## config.mk

```make
export PLATFORM = sky130hd
export DESIGN_NAME = mem_arbiter
export DESIGN_NICKNAME = d
export VERILOG_FILES = /design/src/rtl/mem_arbiter.sv
export SDC_FILE = /design/constraint.sdc
export NUM_CORES = 1
export LEC_CHECK = 0
export CORE_ASPECT_RATIO = 0.8
export CORE_UTILIZATION = 38
export CTS_CLUSTER_DIAMETER = 100
export CTS_CLUSTER_SIZE = 8
export DETAILED_ROUTE_END_ITERATION = 7
export PLACE_DENSITY = 0.77
export SLEW_MARGIN = 20
export SYNTH_ARGS = -nofsm -noshare
export SYNTH_HDL_FRONTEND = slang
export SYNTH_SLANG_ARGS = --single-unit
```

## constraint.sdc

```tcl
create_clock -name clk_i -period 1.6 [get_ports clk_i]
set_input_delay 0.32 -clock clk_i [delete_from_list [all_inputs] [get_ports clk_i]]
set_output_delay 0.32 -clock clk_i [all_outputs]
set_load 0.02 [all_outputs]
```

## src/rtl/mem_arbiter.sv

```systemverilog
// Two-port (instruction fetch / data) arbiter onto one shared memory bus.
// Data wins ties unless the fetch port has been starved STARVE_LIMIT times; a watchdog aborts hung accesses.
module mem_arbiter #(
  parameter int STARVE_LIMIT = 4,
  parameter int TIMEOUT      = 255
) (
  input  logic        clk_i,
  input  logic        rst_i,
  input  logic        if_req_i,
  input  logic [31:0] if_addr_i,
  output logic [31:0] if_rdata_o,
  output logic        if_ack_o,
  input  logic        dm_req_i,
  input  logic        dm_we_i,
  input  logic [31:0] dm_addr_i,
  input  logic [31:0] dm_wdata_i,
  output logic [31:0] dm_rdata_o,
  output logic        dm_ack_o,
  output logic        mem_req_o,
  output logic        mem_we_o,
  output logic [31:0] mem_addr_o,
  output logic [31:0] mem_wdata_o,
  input  logic        mem_ack_i,
  input  logic [31:0] mem_rdata_i,
  output logic        stall_o,
  output logic        err_o
);

  typedef enum logic [1:0] {IDLE, IF_WAIT, DM_WAIT, DONE} state_t;

  localparam logic [2:0] STARVE_MAX  = 3'(STARVE_LIMIT);
  localparam logic [7:0] TIMEOUT_CNT = 8'(TIMEOUT);

  state_t      state_reg, state_next;
  logic [2:0]  starve_cnt_reg;
  logic [7:0]  wait_cnt_reg;
  logic        grant_if, grant_dm, in_wait, timeout_hit, finish;

  assign stall_o = (if_req_i & ~if_ack_o) | (dm_req_i & ~dm_ack_o);

  always_ff @(posedge clk_i or negedge rst_i) begin
    if (!rst_i) state_reg <= IDLE;
    else        state_reg <= state_next;
  end

  always_comb begin
    state_next  = state_reg;
    grant_if    = 1'b0;
    grant_dm    = 1'b0;
    timeout_hit = 1'b0;
    finish      = 1'b0;
    in_wait     = (state_reg == IF_WAIT) || (state_reg == DM_WAIT);
    case (state_reg)
      IDLE: begin
        if (if_req_i && (!dm_req_i || starve_cnt_reg == STARVE_MAX)) begin
          grant_if   = 1'b1;
          state_next = IF_WAIT;
        end else if (dm_req_i) begin
          grant_dm   = 1'b1;
          state_next = DM_WAIT;
        end
      end
      IF_WAIT, DM_WAIT: begin
        // A real acknowledge always beats the watchdog in the same cycle.
        timeout_hit = !mem_ack_i && (wait_cnt_reg == TIMEOUT_CNT);
        finish      = mem_ack_i || timeout_hit;
        if (finish) state_next = DONE;
      end
      DONE:    state_next = IDLE;
      default: state_next = IDLE;
    endcase
  end

  always_ff @(posedge clk_i or negedge rst_i) begin
    if (!rst_i) begin
      starve_cnt_reg <= '0;
      wait_cnt_reg   <= '0;
      mem_req_o      <= 1'b0;
      mem_we_o       <= 1'b0;
      mem_addr_o     <= '0;
      mem_wdata_o    <= '0;
      if_rdata_o     <= '0;
      dm_rdata_o     <= '0;
      if_ack_o       <= 1'b0;
      dm_ack_o       <= 1'b0;
      err_o          <= 1'b0;
    end else begin
      if_ack_o <= 1'b0;
      dm_ack_o <= 1'b0;

      // Only data grants made while a fetch is waiting count towards starvation.
      if (state_reg == IDLE && !if_req_i)
        starve_cnt_reg <= '0;
      else if (grant_if)
        starve_cnt_reg <= '0;
      else if (grant_dm && starve_cnt_reg != 3'd7)
        starve_cnt_reg <= starve_cnt_reg + 3'd1;

      if (grant_if || grant_dm) begin
        mem_req_o    <= 1'b1;
        mem_we_o     <= grant_dm & dm_we_i;
        mem_addr_o   <= grant_dm ? dm_addr_i : if_addr_i;
        mem_wdata_o  <= grant_dm ? dm_wdata_i : '0;
        wait_cnt_reg <= '0;
      end

      if (in_wait && !finish)
        wait_cnt_reg <= wait_cnt_reg + 8'd1;

      if (finish) begin
        mem_req_o <= 1'b0;
        mem_we_o  <= 1'b0;
        if (timeout_hit) err_o <= 1'b1;
        if (state_reg == IF_WAIT) begin
          if_ack_o   <= 1'b1;
          if_rdata_o <= mem_ack_i ? mem_rdata_i : '0;
        end else begin
          dm_ack_o <= 1'b1;
          // Writes leave the data read register untouched, even on abort.
          if (!mem_we_o) dm_rdata_o <= mem_ack_i ? mem_rdata_i : '0;
        end
      end
    end
  end

endmodule

```

==> results of run 1 <==
per-stage QoR:
stage	area, um^2	hold slack [ps]	cells
after floorplan	5927	24.41	461
after global placement	9052	237.2	936
after detailed placement	9052	246.0	936
after CTS	9642	361.8	971
after global routing	9883	386.8	982
final	9883	354.4	982
repair_timing:
item / 4_1_cts / 5_1_grt
pin swaps: 1 / 6
buffers inserted: 0 / 5
resized for setup: 151 / 14
hold buffers: 1 / 0
cloned: 2 / 5
endpoints found under the setup margin: 210 / 134
endpoints found under the hold margin: 26 / 0
layer usage:
| metal | global-route usage [%] | wire length (um) |
|---|---|---|
| met2 | 39.17 | 9478 |
| met3 | 6.171 | 1302 |
| met1 | 27.99 | 7645 |
| met4 | 11.97 | 403 |
| met5 | 0 | 0 |
final timing paths:
check / endpoint / slack, ps
hold reg to reg: err_o / 450
min in group clk_i: err_o / 450
setup / recovery: if_rdata_o[20] / 10
hold / removal: if_rdata_o[8] / 350
max in group asynchronous: starve_cnt_reg[0] / 690
setup reg to reg: if_rdata_o[20] / 10
Yosys cell counts (4+ instances only):
master    instances  area share [%]
dfrtp_1         146              62
nor2_1            6            0.38
a32o_1           65              11
inv_1             9            0.57
nor3_1            4            0.34
buf_2            16             1.4
a22o_1           32             4.7
clkbuf_1         12            0.76
a22oi_1          33             4.2
o21ai_0           6            0.51
buf_6             6             1.1
nand2_1          71             4.5
ha_1              6             1.3
nand3_1           4            0.34
a211o_1           4            0.59
where the power goes:
part | internal, mW | switching, mW
logic | 4.60 | 5.79
registers | 5.40 | 0.959
clock network | 2.83 | 1.58
layout make-up:
class | count | area (um^2)
inverters | 9 | 33.78
well taps | 210 | 262.8
multi-input cells | 269 | 2120
diodes | 1 | 2.502
clock buffers | 18 | 439.2
repair buffers | 315 | 3146
clock inverters | 14 | 226.5
flip-flops and latches | 146 | 3654
fillers | 1196 | 5231
cells by family (layout without fill, tap and decap cells):
group / Yosys count / after routing / synth area share (%)
buffers and inverters: 46 / 356 / 4.210
AOI/OAI and AO/OA: 156 / 156 / 24.10
adders and majority gates: 6 / 6 / 1.269
DFF: 146 / 146 / 61.77
and+or+nand+nor: 103 / 103 / 8.018
other: 0 / 1 / 0
muxes: 2 / 2 / 0.3385
xor gates and xnor gates: 2 / 2 / 0.2962
worst reg2reg max path, delay by kind of cell, from the launching register on:
family / cells / cell delay, ps
adder cells (fa/ha/maj): 1 / 210
AO/OA/AOI/OAI: 1 / 290
flip-flops: 1 / 390
AND/OR/NAND/NOR: 1 / 220
buffers and inverters: 3 / 370
==> summary.md, run 1 <==
* -400.6 ps — setup slack after placement
* 141.5 um — Die Width
* 15,110 um^2 — Core Area
* 461 — number of instances in the synthesized netlist
* dfrtp_1 — Primary FF master, synth
* 146 — clock sink total
* 358.0 ps — slew of the pin with the lowest slew margin
* 60 ps — clock slew seen by the registers of the worst setup and hold paths
* in -> async — worst min-delay path class
* 67.10% — area grow syn2layout
* yes — CTS tree
* 4.731 nW — Static Leak
* 6 — Crit. path cell count
* 0 ps — setup TNS
* 19.17 um — wire per inst
* 0.0009508 V — worst vdd rail ir drop
* 146 — register bit total from synthesis
* 2140 nW/um^2 — Pwr per Cell Area
* 1 — initial antenna violation count
* 5 — TritonRoute pass-1 iters
* 39.13% — effective utilization at floorplan
* 0 — Overflow after GRT
* 17 — Num CTS Buffers
* 5,188 — Vias
* 44 — count of unique library cells instantiated by Yosys
* dfrtp_1 — leading cell type in the layout, fill and taps excluded
* 21.15 mW — Pwr Total
* register — Worst setup SP type
* 40 — row count
* 12,490 um — placed wire-length estimate
* 0 — Post-synth EDFFs
* 0 — count of nets left with antenna violations after detail routing
* 28,640 um — first-pass GRT wire length
* 0 — Maximum Capacitance Violations
* 0 — Final Slew Violations
* reg -> reg — Critical Setup Path Class
* 2 — deepest clock path buffer count
* 629.2 MHz — top achievable clock speed
* 5914 um^2 — cell area after synthesis
* 113.6 um — Die Span Y
* 23.39% — gr usage total
* 10.60 ps — Final Worst Setup Slack
* 4 — number of H-tree levels
* 390 ps — max incr delay on CP
* 6 — reg2reg path depth
* yes — unrepaired setup endpoints after global routing
* clkbuf_16 — Root Buffer
* 16,070 um^2 — die area
* 317 — initial drt markers
* dfrtp_1 (146), clkdlybuf4s50_1 (132), dlygate4sd2_1 (132), nand2_1 (70), a32o_1 (63) — top library cells by usage in the layout, fill and taps aside
* 61.77% — Seq/Total Area, Yosys
* 14.40% — fraction of final layout cells with drive strength greater than 1
* 601 — number of nets produced by synthesis
* 0 — count of synthesis-stage warnings from yosys
* completed — outcome
* 66 — maximum number of pins on one net before global-route repair
* 898 — nets@finish
* 1900 ps — CP required
* 65.39% — Final Util
* 420 ps — clock latency on the worst-skew pair
* 267 — number of I/O port buffers
* 3 — Bufs and invs on worst path
* 5.283 — number of vias per cell after detailed routing
* 18,830 um — total wire length after detailed routing
* 0.8172 — Routability Congestion
* 268 — count of boundary I/O pins
* 5,513 — vias in the first global route
* 0 — number of failing setup endpoints in the final timing report
* 0 — drc violations
* inv_2 > ha_4 > buf_6 > and2_4 > buf_12 > a32o_2 — ordered cell list for the critical path
* 1589 ps — minimum period implied by the final worst setup slack
* state_reg[0] — startpoint of the worst register-to-register path
* flip-flops — Worst path top cell family by delay
* 100.0% — share of flip-flops with an asynchronous set or reset
* 76.13% — Slew headroom
* 99.34% — fin crit share
* state_reg[0] — critical path launch point
* 12.83 um^2 — Syn Area/Cell
* 14 — highest fanout seen on the critical path
* register — sort of element at the end of the critical path
* 1890 ps — Crit path arrival time
* 0 — hold violation total from the final report
* dfrtp_1 — crit path max-delay cell type
* 9.420 ps — Setup Skew
(Power assumes the default switching activity.)
==> run 2, diff against run 1 <==
GPL_ROUTABILITY_DRIVEN = 0   (was not set)
==> results of run 2 <==
Same layout as run 1: the final DEF is identical, and so are final timing and power.
==> patch (config.mk and constraints of run 2) <==
Encoding of `state_t`: now one-hot (4 bits for 4 states).
--- a/src/rtl/mem_arbiter.sv
+++ b/src/rtl/mem_arbiter.sv
@@ -26,7 +26,7 @@
   output logic        err_o
 );
 
-  typedef enum logic [1:0] {IDLE, IF_WAIT, DM_WAIT, DONE} state_t;
+  typedef enum logic [3:0] {IDLE = 4'b0001, IF_WAIT = 4'b0010, DM_WAIT = 4'b0100, DONE = 4'b1000} state_t;
 
   localparam logic [2:0] STARVE_MAX  = 3'(STARVE_LIMIT);
   localparam logic [7:0] TIMEOUT_CNT = 8'(TIMEOUT);
Function: no difference found for any inputs over 4 cycles, from zero or initial values and one cycle with rst_i low; so few cycles prove little.
==> patch against run 2 <==
Cell area grew 4.9%. Routed wire length grew 14%. Die area grew 3.4%. Synthesized area grew 3.5%. Sequential cell count grew 2. Worst setup slack lost 180 ps. Critical path depth grew 1. The flow now finishes with violations (negative setup slack). Critical path type unchanged. Total power shrank 4.8%.
==> patch: results (changes against run 2) <==
Synth area leaders dfrtp_1, a221o_1, a32o_1; Clock Skew 8.65 ps (-0.770 ps); Fin Hold WS 420 ps (+65.7 ps); sequential fraction of the synthesis area 60.5% (-1.2 points); maximum VDD drop 0.950 mV (about the same); failing checks negative setup slack; total track usage 25.9% (+2.6 points); first-pass GRT wire length 31,900 um (+11%); xor and xnor area share after synthesis 0.429% (+0.13 points); share of layout cells above drive strength 1 18.5% (+4.1 points); synthesized-area fraction occupied by adder cells 0.818% (-0.45 points); Final nets 929 (+3.5%); outcome finished, violations left; largest net degree at the start of global routing 68 (+3.0%); worst reg2reg path endpoint mem_addr_o[24]; slack of the critical path -171 ps (-182 ps); Synth cell types 42 (-4.5%); slowest CP cell dfstp_2; final HPWL from detailed placement 13,900 um (+11%); ANT cells 0 (-1); biggest cell delay along the critical path 530 ps (+140 ps); P_sw 7.79 mW (-6.5%); delay-heaviest family, CP buffers and inverters; Max Fanout on Critical Path 5 (-9); P_leak 5.14 nW (+8.7%); placed cell area 0.00944 sq mm (+4.3%); worst path arrival time 2130 ps (+240 ps); drt first-iter violations 355 (+12%); Synth top cells by count dfrtp_1, a221o_1, and2_1; setup violators final 125 (+125); Synth Area in Compound Gates 23.1% (-1.0 points); Post-Syn Nets 599 (-0.33%); routed vias 5,608 (+8.1%); post-route setup TNS -11,140 ps (-11,140 ps); vias per inst 5.50 (+4.2%)
## patch: kinds of logic after synthesis
group                    after synthesis
AO/OA/AOI/OAI                        151
XOR/XNOR                               3
adder cells (fa/ha/maj)                4
buffers and inverters                 47
flip-flops                           148
multiplexers                           3
AND/OR/NAND/NOR                      105
## patch: cell type report
type,count,area (sq um)
clock buffers,18,439
clock inverters,14,126
fillers,1202,5380
inverters,6,22.5
multi-input cells,270,2370
flip-flops and latches,148,3710
well taps,215,269
repair buffers,348,3430
## patch: routing by layer
metal	up-vias	share of wire, %	track usage, %
met5	-	0	0
met4	0	2.7	10.6
met3	44	8.1	7.40
met2	314	50	44.2
met1	2783	39	31.0
li1	2467	-	-
## patch: power by group through the flow
stage / Clock, mW / Sequential (mW) / Combinational, mW
global placement: 0 / 6.34 / 9.62
finish: 3.84 / 6.33 / 9.96
CTS: 3.90 / 6.31 / 9.80
floorplan: 0 / 8.15 / 3.17
detailed placement: 0 / 6.39 / 9.88
global route: 4.08 / 6.51 / 10.5
## patch: repair_timing
item | 4_1_cts | 5_1_grt
resized for setup | 178 | 16
hold buffers | 1 | 0
pin swaps | 17 | 15
buffers inserted | 17 | 4
cloned | 10 | 3
setup endpoints to repair | 248 | 144
endpoints found under the hold margin | 43 | 0
## patch: worst max-delay path by stage
stage	start	end	slack, ps	depth (start not counted)
4_1_cts	state_reg[0]	mem_addr_o[24]	-130	7
3_5_place_dp	if_req_i	mem_addr_o[14]	-400	6
2_1_floorplan	state_reg[0]	mem_wdata_o[10]	-70	6
3_3_place_gp	if_req_i	stall_o	-380	4
5_1_grt	state_reg[0]	mem_wdata_o[12]	-230	7
6_report	state_reg[0]	mem_addr_o[24]	-170	7
